### config.mk
export PLATFORM = sky130hd
export DESIGN_NAME = bvudiv_seq_ctrl_flat
export DESIGN_NICKNAME = d
export VERILOG_FILES = /design/src/rtl/bvudiv_seq_ctrl_if.sv /design/src/rtl/bvudiv_seq_ctrl.sv /design/src/flat_wrapper.sv
export SDC_FILE = /design/constraint.sdc
export NUM_CORES = 1
export LEC_CHECK = 0
export ABC_CLOCK_PERIOD_IN_PS = 4200
export CAP_MARGIN = 25
export CORE_MARGIN = 3
export CORE_UTILIZATION = 30
export CTS_CLUSTER_DIAMETER = 50
export DETAILED_ROUTE_END_ITERATION = 12
export SKIP_CTS_REPAIR_TIMING = 1
export SLEW_MARGIN = 20
export SYNTH_ARGS = -nofsm -noshare
export SYNTH_HDL_FRONTEND = slang
export SYNTH_SLANG_ARGS = --single-unit
### constraint.sdc
create_clock -name clk -period 4.2 [get_ports clk]
set_clock_uncertainty 0.05 [all_clocks]
set_input_delay 0.84 -clock clk [delete_from_list [all_inputs] [get_ports clk]]
set_output_delay 0.84 -clock clk [all_outputs]
set_load 0.01 [all_outputs]
### src/rtl/bvudiv_seq_ctrl_if.sv
// Handshake and operand/result bundle for the sequential unsigned divider.
// master drives the request side (start, a, b, c); slave is the divider.
interface bvudiv_seq_ctrl_if #(
  parameter int WIDTH = 4
);
  logic             start;
  logic [WIDTH-1:0] a;
  logic [WIDTH-1:0] b;
  logic [WIDTH-1:0] c;
  logic             ready;
  logic             done;
  logic [WIDTH-1:0] q;
  logic [WIDTH-1:0] r;
  logic             eq;

  modport master (
    output start, a, b, c,
    input  ready, done, q, r, eq
  );

  modport slave (
    input  start, a, b, c,
    output ready, done, q, r, eq
  );
endinterface

### src/rtl/bvudiv_seq_ctrl.sv
// Sequential restoring divider: computes bvudiv/bvurem of a by b one bit per
// cycle, MSB first, and flags whether the candidate quotient c was correct.
// Divide-by-zero yields q = all ones, r = a with no special handling.
//
// state | meaning
// IDLE  | ready for a request; results of the last operation held on q/r/eq
// DIV   | one restoring step per cycle, WIDTH cycles total
// DONE  | publish q/r/eq and pulse done on the way back to IDLE
module bvudiv_seq_ctrl #(
  parameter int WIDTH = 4
) (
  input  logic              clk,
  input  logic              rst,
  bvudiv_seq_ctrl_if.slave  bus
);

  localparam int CW = $clog2(WIDTH);

  typedef enum logic [1:0] {
    IDLE = 2'd0,
    DIV  = 2'd1,
    DONE = 2'd2
  } state_t;

  state_t           state;
  logic [CW-1:0]    cnt;
  logic [WIDTH-1:0] dvd_r;   // dividend, shifted left as bits are consumed
  logic [WIDTH-1:0] dvs_r;
  logic [WIDTH-1:0] cand_r;
  logic [WIDTH-1:0] quo_r;
  logic [WIDTH:0]   rem_r;   // one spare bit so the shift-in never overflows

  logic             ready_r;
  logic             done_r;
  logic [WIDTH-1:0] q_r;
  logic [WIDTH-1:0] r_r;
  logic             eq_r;

  logic [WIDTH:0]   rem_sh;
  logic [WIDTH:0]   rem_nx;
  logic             quo_bit;

  assign bus.ready = ready_r;
  assign bus.done  = done_r;
  assign bus.q     = q_r;
  assign bus.r     = r_r;
  assign bus.eq    = eq_r;

  // One restoring step: shift in the next dividend bit, subtract if it fits.
  always_comb begin
    rem_sh  = (rem_r << 1) | {{WIDTH{1'b0}}, dvd_r[WIDTH-1]};
    quo_bit = (rem_sh >= {1'b0, dvs_r});
    rem_nx  = quo_bit ? (rem_sh - {1'b0, dvs_r}) : rem_sh;
  end

  // Control FSM with datapath registers and registered outputs.
  always_ff @(posedge clk) begin
    if (rst) begin
      state   <= IDLE;
      cnt     <= '0;
      dvd_r   <= '0;
      dvs_r   <= '0;
      cand_r  <= '0;
      quo_r   <= '0;
      rem_r   <= '0;
      ready_r <= 1'b1;
      done_r  <= 1'b0;
      q_r     <= '0;
      r_r     <= '0;
      eq_r    <= 1'b0;
    end else begin
      done_r <= 1'b0;
      case (state)
        IDLE: begin
          if (bus.start) begin
            dvd_r   <= bus.a;
            dvs_r   <= bus.b;
            cand_r  <= bus.c;
            quo_r   <= '0;
            rem_r   <= '0;
            cnt     <= '0;
            ready_r <= 1'b0;
            state   <= DIV;
          end
        end
        DIV: begin
          dvd_r <= {dvd_r[WIDTH-2:0], 1'b0};
          rem_r <= rem_nx;
          quo_r <= {quo_r[WIDTH-2:0], quo_bit};
          cnt   <= cnt + CW'(1);
          if (cnt == CW'(WIDTH - 1)) begin
            state <= DONE;
          end
        end
        DONE: begin
          q_r     <= quo_r;
          r_r     <= rem_r[WIDTH-1:0];
          eq_r    <= (cand_r == quo_r);
          done_r  <= 1'b1;
          ready_r <= 1'b1;
          state   <= IDLE;
        end
        default: begin
          ready_r <= 1'b1;
          state   <= IDLE;
        end
      endcase
    end
  end

endmodule

### src/flat_wrapper.sv
// flat-port wrapper written by rule: the top's interface ports become plain ports
module bvudiv_seq_ctrl_flat 
#(
  parameter int WIDTH = 4
)
  (clk, rst, bus_start, bus_a, bus_b, bus_c, bus_ready, bus_done, bus_q, bus_r, bus_eq);
  bvudiv_seq_ctrl_if #(.WIDTH(WIDTH)) bus_i ();
  input  logic clk;
  input  logic rst;
  input wire logic [$bits(bus_i.start)-1:0] bus_start;
  input wire logic [$bits(bus_i.a)-1:0] bus_a;
  input wire logic [$bits(bus_i.b)-1:0] bus_b;
  input wire logic [$bits(bus_i.c)-1:0] bus_c;
  output wire logic [$bits(bus_i.ready)-1:0] bus_ready;
  output wire logic [$bits(bus_i.done)-1:0] bus_done;
  output wire logic [$bits(bus_i.q)-1:0] bus_q;
  output wire logic [$bits(bus_i.r)-1:0] bus_r;
  output wire logic [$bits(bus_i.eq)-1:0] bus_eq;
  assign bus_i.start = bus_start;
  assign bus_i.a = bus_a;
  assign bus_i.b = bus_b;
  assign bus_i.c = bus_c;
  assign bus_ready = bus_i.ready;
  assign bus_done = bus_i.done;
  assign bus_q = bus_i.q;
  assign bus_r = bus_i.r;
  assign bus_eq = bus_i.eq;
  bvudiv_seq_ctrl #(.WIDTH(WIDTH)) u_core (.clk(clk), .rst(rst), .bus(bus_i));
endmodule
==> impl_metrics.csv <==
group,metric,value,unit
global_route,pin_count_of_the_biggest_net_entering_global_routing,29,
final_layout,design_area,2000,um^2
floorplan,num_io_pins,26,
placement,place.detailed.instances,256,
timing,timing.setup.tns,0,ns
power_and_ir_drop,p_int,594,uW
floorplan,starting_density_of_the_core,32.3,%
setup_path,worstPathCellList,"clkdlybuf4s50_1 -> buf_4 -> nor2_1 -> or4b_1 -> nand3_1",
outcome,outcome,"finished, final reports clean",
power_and_ir_drop,pwr-share-comb,13.8,%
placement,globalplace.congestion,0.770,
cts,clock_insertion_delay_worst_skew,0.28,ns
global_route,wire_length_of_the_first_global_routing_pass,5.55,mm
logic_synthesis,syn_avg_cell_area,9.16,um^2
timing,setup_viol,0,
logic_synthesis,post_synth_instance_area,1590,um^2
cts,clk_path_buf_depth,2,
power_and_ir_drop,netSwitchingFraction,23.5,%
floorplan,die_outline_area,6190,um^2
timing,clock.fmax,0.402,GHz
final_layout,number_of_nets_in_the_final_layout,217,
final_layout,layout-area-overhead-vs-synth,26.0,%
power_and_ir_drop,peakVddDrop,162,uV
cts,htree_levels,2,
setup_path,worstPathRequired,4.37,ns
cts,cts_buffers,5,
logic_synthesis,synthDistinctLibCells,37,
setup_path,crit_buf_inv,2,
timing,rsz0062_at_grt,"no",
route,antenna_violating_nets_post_route,0,
power_and_ir_drop,total_switching_power,183,uW
cts,number_of_sinks_handled_by_clock_tree_synthesis,35,
global_route,grt_antenna_before_repair,0,
setup_path,critPathSlowestCell,"sky130_fd_sc_hd__nor2_1",
final_layout,stdcell_count,264,
placement,place.detailed.hpwl,2.22,mm
floorplan,fp.dieW,78.7,um
setup_path,worst_path_largest_cell_delay,0.60,ns
logic_synthesis,synth_cells,173,
logic_synthesis,synth_simple_gate_area_share,19.4,%
logic_synthesis,synthAdderAreaFrac,5.21,%
power_and_ir_drop,power.sequential.fraction,46.3,%
route,routed_wirelength,3.19,mm
setup_path,critPathTopFamily,"simple AND/OR/NAND/NOR gates",
logic_synthesis,synth_top_family_by_area,"simple AND/OR/NAND/NOR gates",
route,drtIter0Drc,64,
global_route,globalRoute.totalOverflow,0,
placement,port_bufs,25,
final_layout,layout_cells_sized_above_1,9.14,%
timing,worst_hold_slack,0.406,ns
logic_synthesis,synthesis.nets,194,
timing,slew_viol_final,0,
floorplan,core,4910,um^2
final_layout,antenna-diode-count,0,
logic_synthesis,ys.warnings.count,0,
power_and_ir_drop,power_leakage,0.000769,uW
power_and_ir_drop,power.density_cell_area,389,nW/um^2
logic_synthesis,yosys.area_share.xor_xnor,2.76,%
route,route.vias.total,1239,
logic_synthesis,ys_seq_elements,35,
global_route,number_of_global_route_vias_before_repair,1222,
cts,tritoncts,"built",
flow_run,max-cap-violations,0,
power_and_ir_drop,design_power_total,777,uW
setup_path,timing.critical_path.fanout_max,28,
route,drt-vias-per-instance,4.69,
timing,final_cycle_share,59.3,%
placement,placement.cell_area,1880,um^2
setup_path,end_kind,"register",
setup_path,rrSetupSlack,2.16,ns
global_route,grt_util_all_layers,11.3,%
logic_synthesis,synth_sequential_area_ratio,44.2,%
setup_path,criticalPathCategory,"input pin to register",
cts,ctsRootBufferMaster,"sky130_fd_sc_hd__clkbuf_8",
route,routedWlPerCell,12.1,um
floorplan,row_count,25,
logic_synthesis,synth-compound-area-share,18.2,%
setup_path,worstPathArrival,2.66,ns
cts,cts.reportedPaths.clkPinSlew,0.07,ns
worst_hold_path,holdCritPathClass,"register to register",
timing,final_period_minus_worst_setup_slack,2.49,ns
route,detail_route.drc_violations,0,
setup_path,cp-start-kind,"input pin",
timing,tightest_slew,0.720,ns
timing,final-hold-violation-count,0,
route,firstDrtPassIters,4,
floorplan,die_h,78.7,um
timing,slew-limit-headroom,51.8,%
logic_synthesis,synth.area.mux_share,5.68,%
power_and_ir_drop,power_frac_clock,39.9,%
[final cells by class]
type	count	area [um^2]
fill	493	2910
multi-input combinational	121	812
sequential	35	701
timing repair buffer	26	258
tap	67	83.8
clock buffer	6	82.6
clock inverter	2	35.0
inverter	7	26.3
[per-stage QoR]
stage          util (%)  setup WS [ns]
6_report           40.7           1.71
4_1_cts            40.7           1.73
3_3_place_gp       38.3           1.51
2_1_floorplan         -           2.43
5_1_grt            40.7           1.64
3_5_place_dp       38.3           1.47
[final timing paths]
path                                 from                            to  cells past startpoint
max                                   rst  u_core.rem_r[1]$_SDFFE_PP0P_                      5
min          u_core.bus.r[3]$_SDFFE_PP0P_  u_core.bus.r[3]$_SDFFE_PP0P_                      2
min reg2reg  u_core.bus.r[3]$_SDFFE_PP0P_  u_core.bus.r[3]$_SDFFE_PP0P_                      2
max reg2reg  u_core.state[0]$_SDFFE_PP0P_  u_core.rem_r[1]$_SDFFE_PP0P_                      4
[cell usage after synthesis, drive strengths merged]
library cell / instances / share of area (%)
o221a: 3 / 2.1
a2111oi: 1 / 1.7
nand3b: 2 / 0.95
clkbuf: 5 / 1.2
buf: 5 / 1.7
nor2: 19 / 5.0
nand2b: 5 / 2.6
nand3: 2 / 0.63
or4b: 2 / 1.3
a22o: 4 / 2.2
xnor2: 1 / 0.55
inv: 7 / 1.7
a311o: 1 / 0.63
o211ai: 4 / 1.9
nand2: 24 / 5.7
xor2: 4 / 2.2
ha: 5 / 3.9
mux2i: 9 / 5.7
a21oi: 19 / 6.0
fa: 1 / 1.3
a32o: 1 / 0.63
dfxtp: 35 / 44
nor2b: 3 / 1.2
o22a: 1 / 0.55
a21o: 1 / 0.47
and2: 1 / 0.39
nor4: 1 / 0.39
o21bai: 2 / 0.95
or2: 3 / 1.3
a211oi: 1 / 0.47
o31ai: 1 / 0.47
[power by group through the flow]
stage | Combinational, uW | Clock (uW) | Sequential, uW
floorplan | 81.0 | 0 | 363
global placement | 107 | 0 | 368
detailed placement | 107 | 0 | 368
CTS | 108 | 322 | 360
global route | 120 | 336 | 362
finish | 107 | 310 | 360
[per-layer routing]
metal  part of all wire, %  track usage, %
met5                     0               0
met4                  0.44            4.20
met3                   3.9            4.20
met2                    48            18.0
met1                    48            14.0
[worst reg2reg max path, stage by stage, from the launching register on]
cell and delay [ns]:
sky130_fd_sc_hd__dfxtp_1 0.57, sky130_fd_sc_hd__nand2b_2 0.18, sky130_fd_sc_hd__nor2_1 0.59, sky130_fd_sc_hd__or4b_1 0.51, sky130_fd_sc_hd__nand3_1 0.09
[placed cells by master (no fill, tap or decap), drive strengths merged, types with 2 or more instances in the layout]
master,instances
ha,5
o21bai,2
xor2,4
nand2b,5
a22o,4
or2,3
o211ai,4
a21oi,19
mux2i,9
nor2b,3
nand2,24
clkdlybuf4s50,25
o221a,3
clkbuf,6
or4b,2
dfxtp,35
inv,7
nor2,19
nand3,2
nand3b,2
[registers in the layout (all words and copies together), names as in the netlist]
signal and flops:
u_core.bus.r 4, u_core.cand_r 4, u_core.rem_r 4, u_core.bus.ready 1
u_core.quo_r 4, u_core.bus.q 4, u_core.bus.eq 1, u_core.cnt 2
u_core.bus.done 1, u_core.dvd_r 4, u_core.state 2, u_core.dvs_r 4
[kinds of logic (layout without fill, tap and decap cells)]
| kind of cell | Yosys count | after routing |
|---|---|---|
| xor gates and xnor gates | 5 | 5 |
| adders and majority gates | 6 | 6 |
| and+or+nand+nor | 62 | 62 |
| muxes | 9 | 9 |
| buffers and inverters | 17 | 41 |
| DFF | 35 | 35 |
| AOI/OAI and AO/OA | 39 | 39 |
Power figures use the tool's default switching activity.
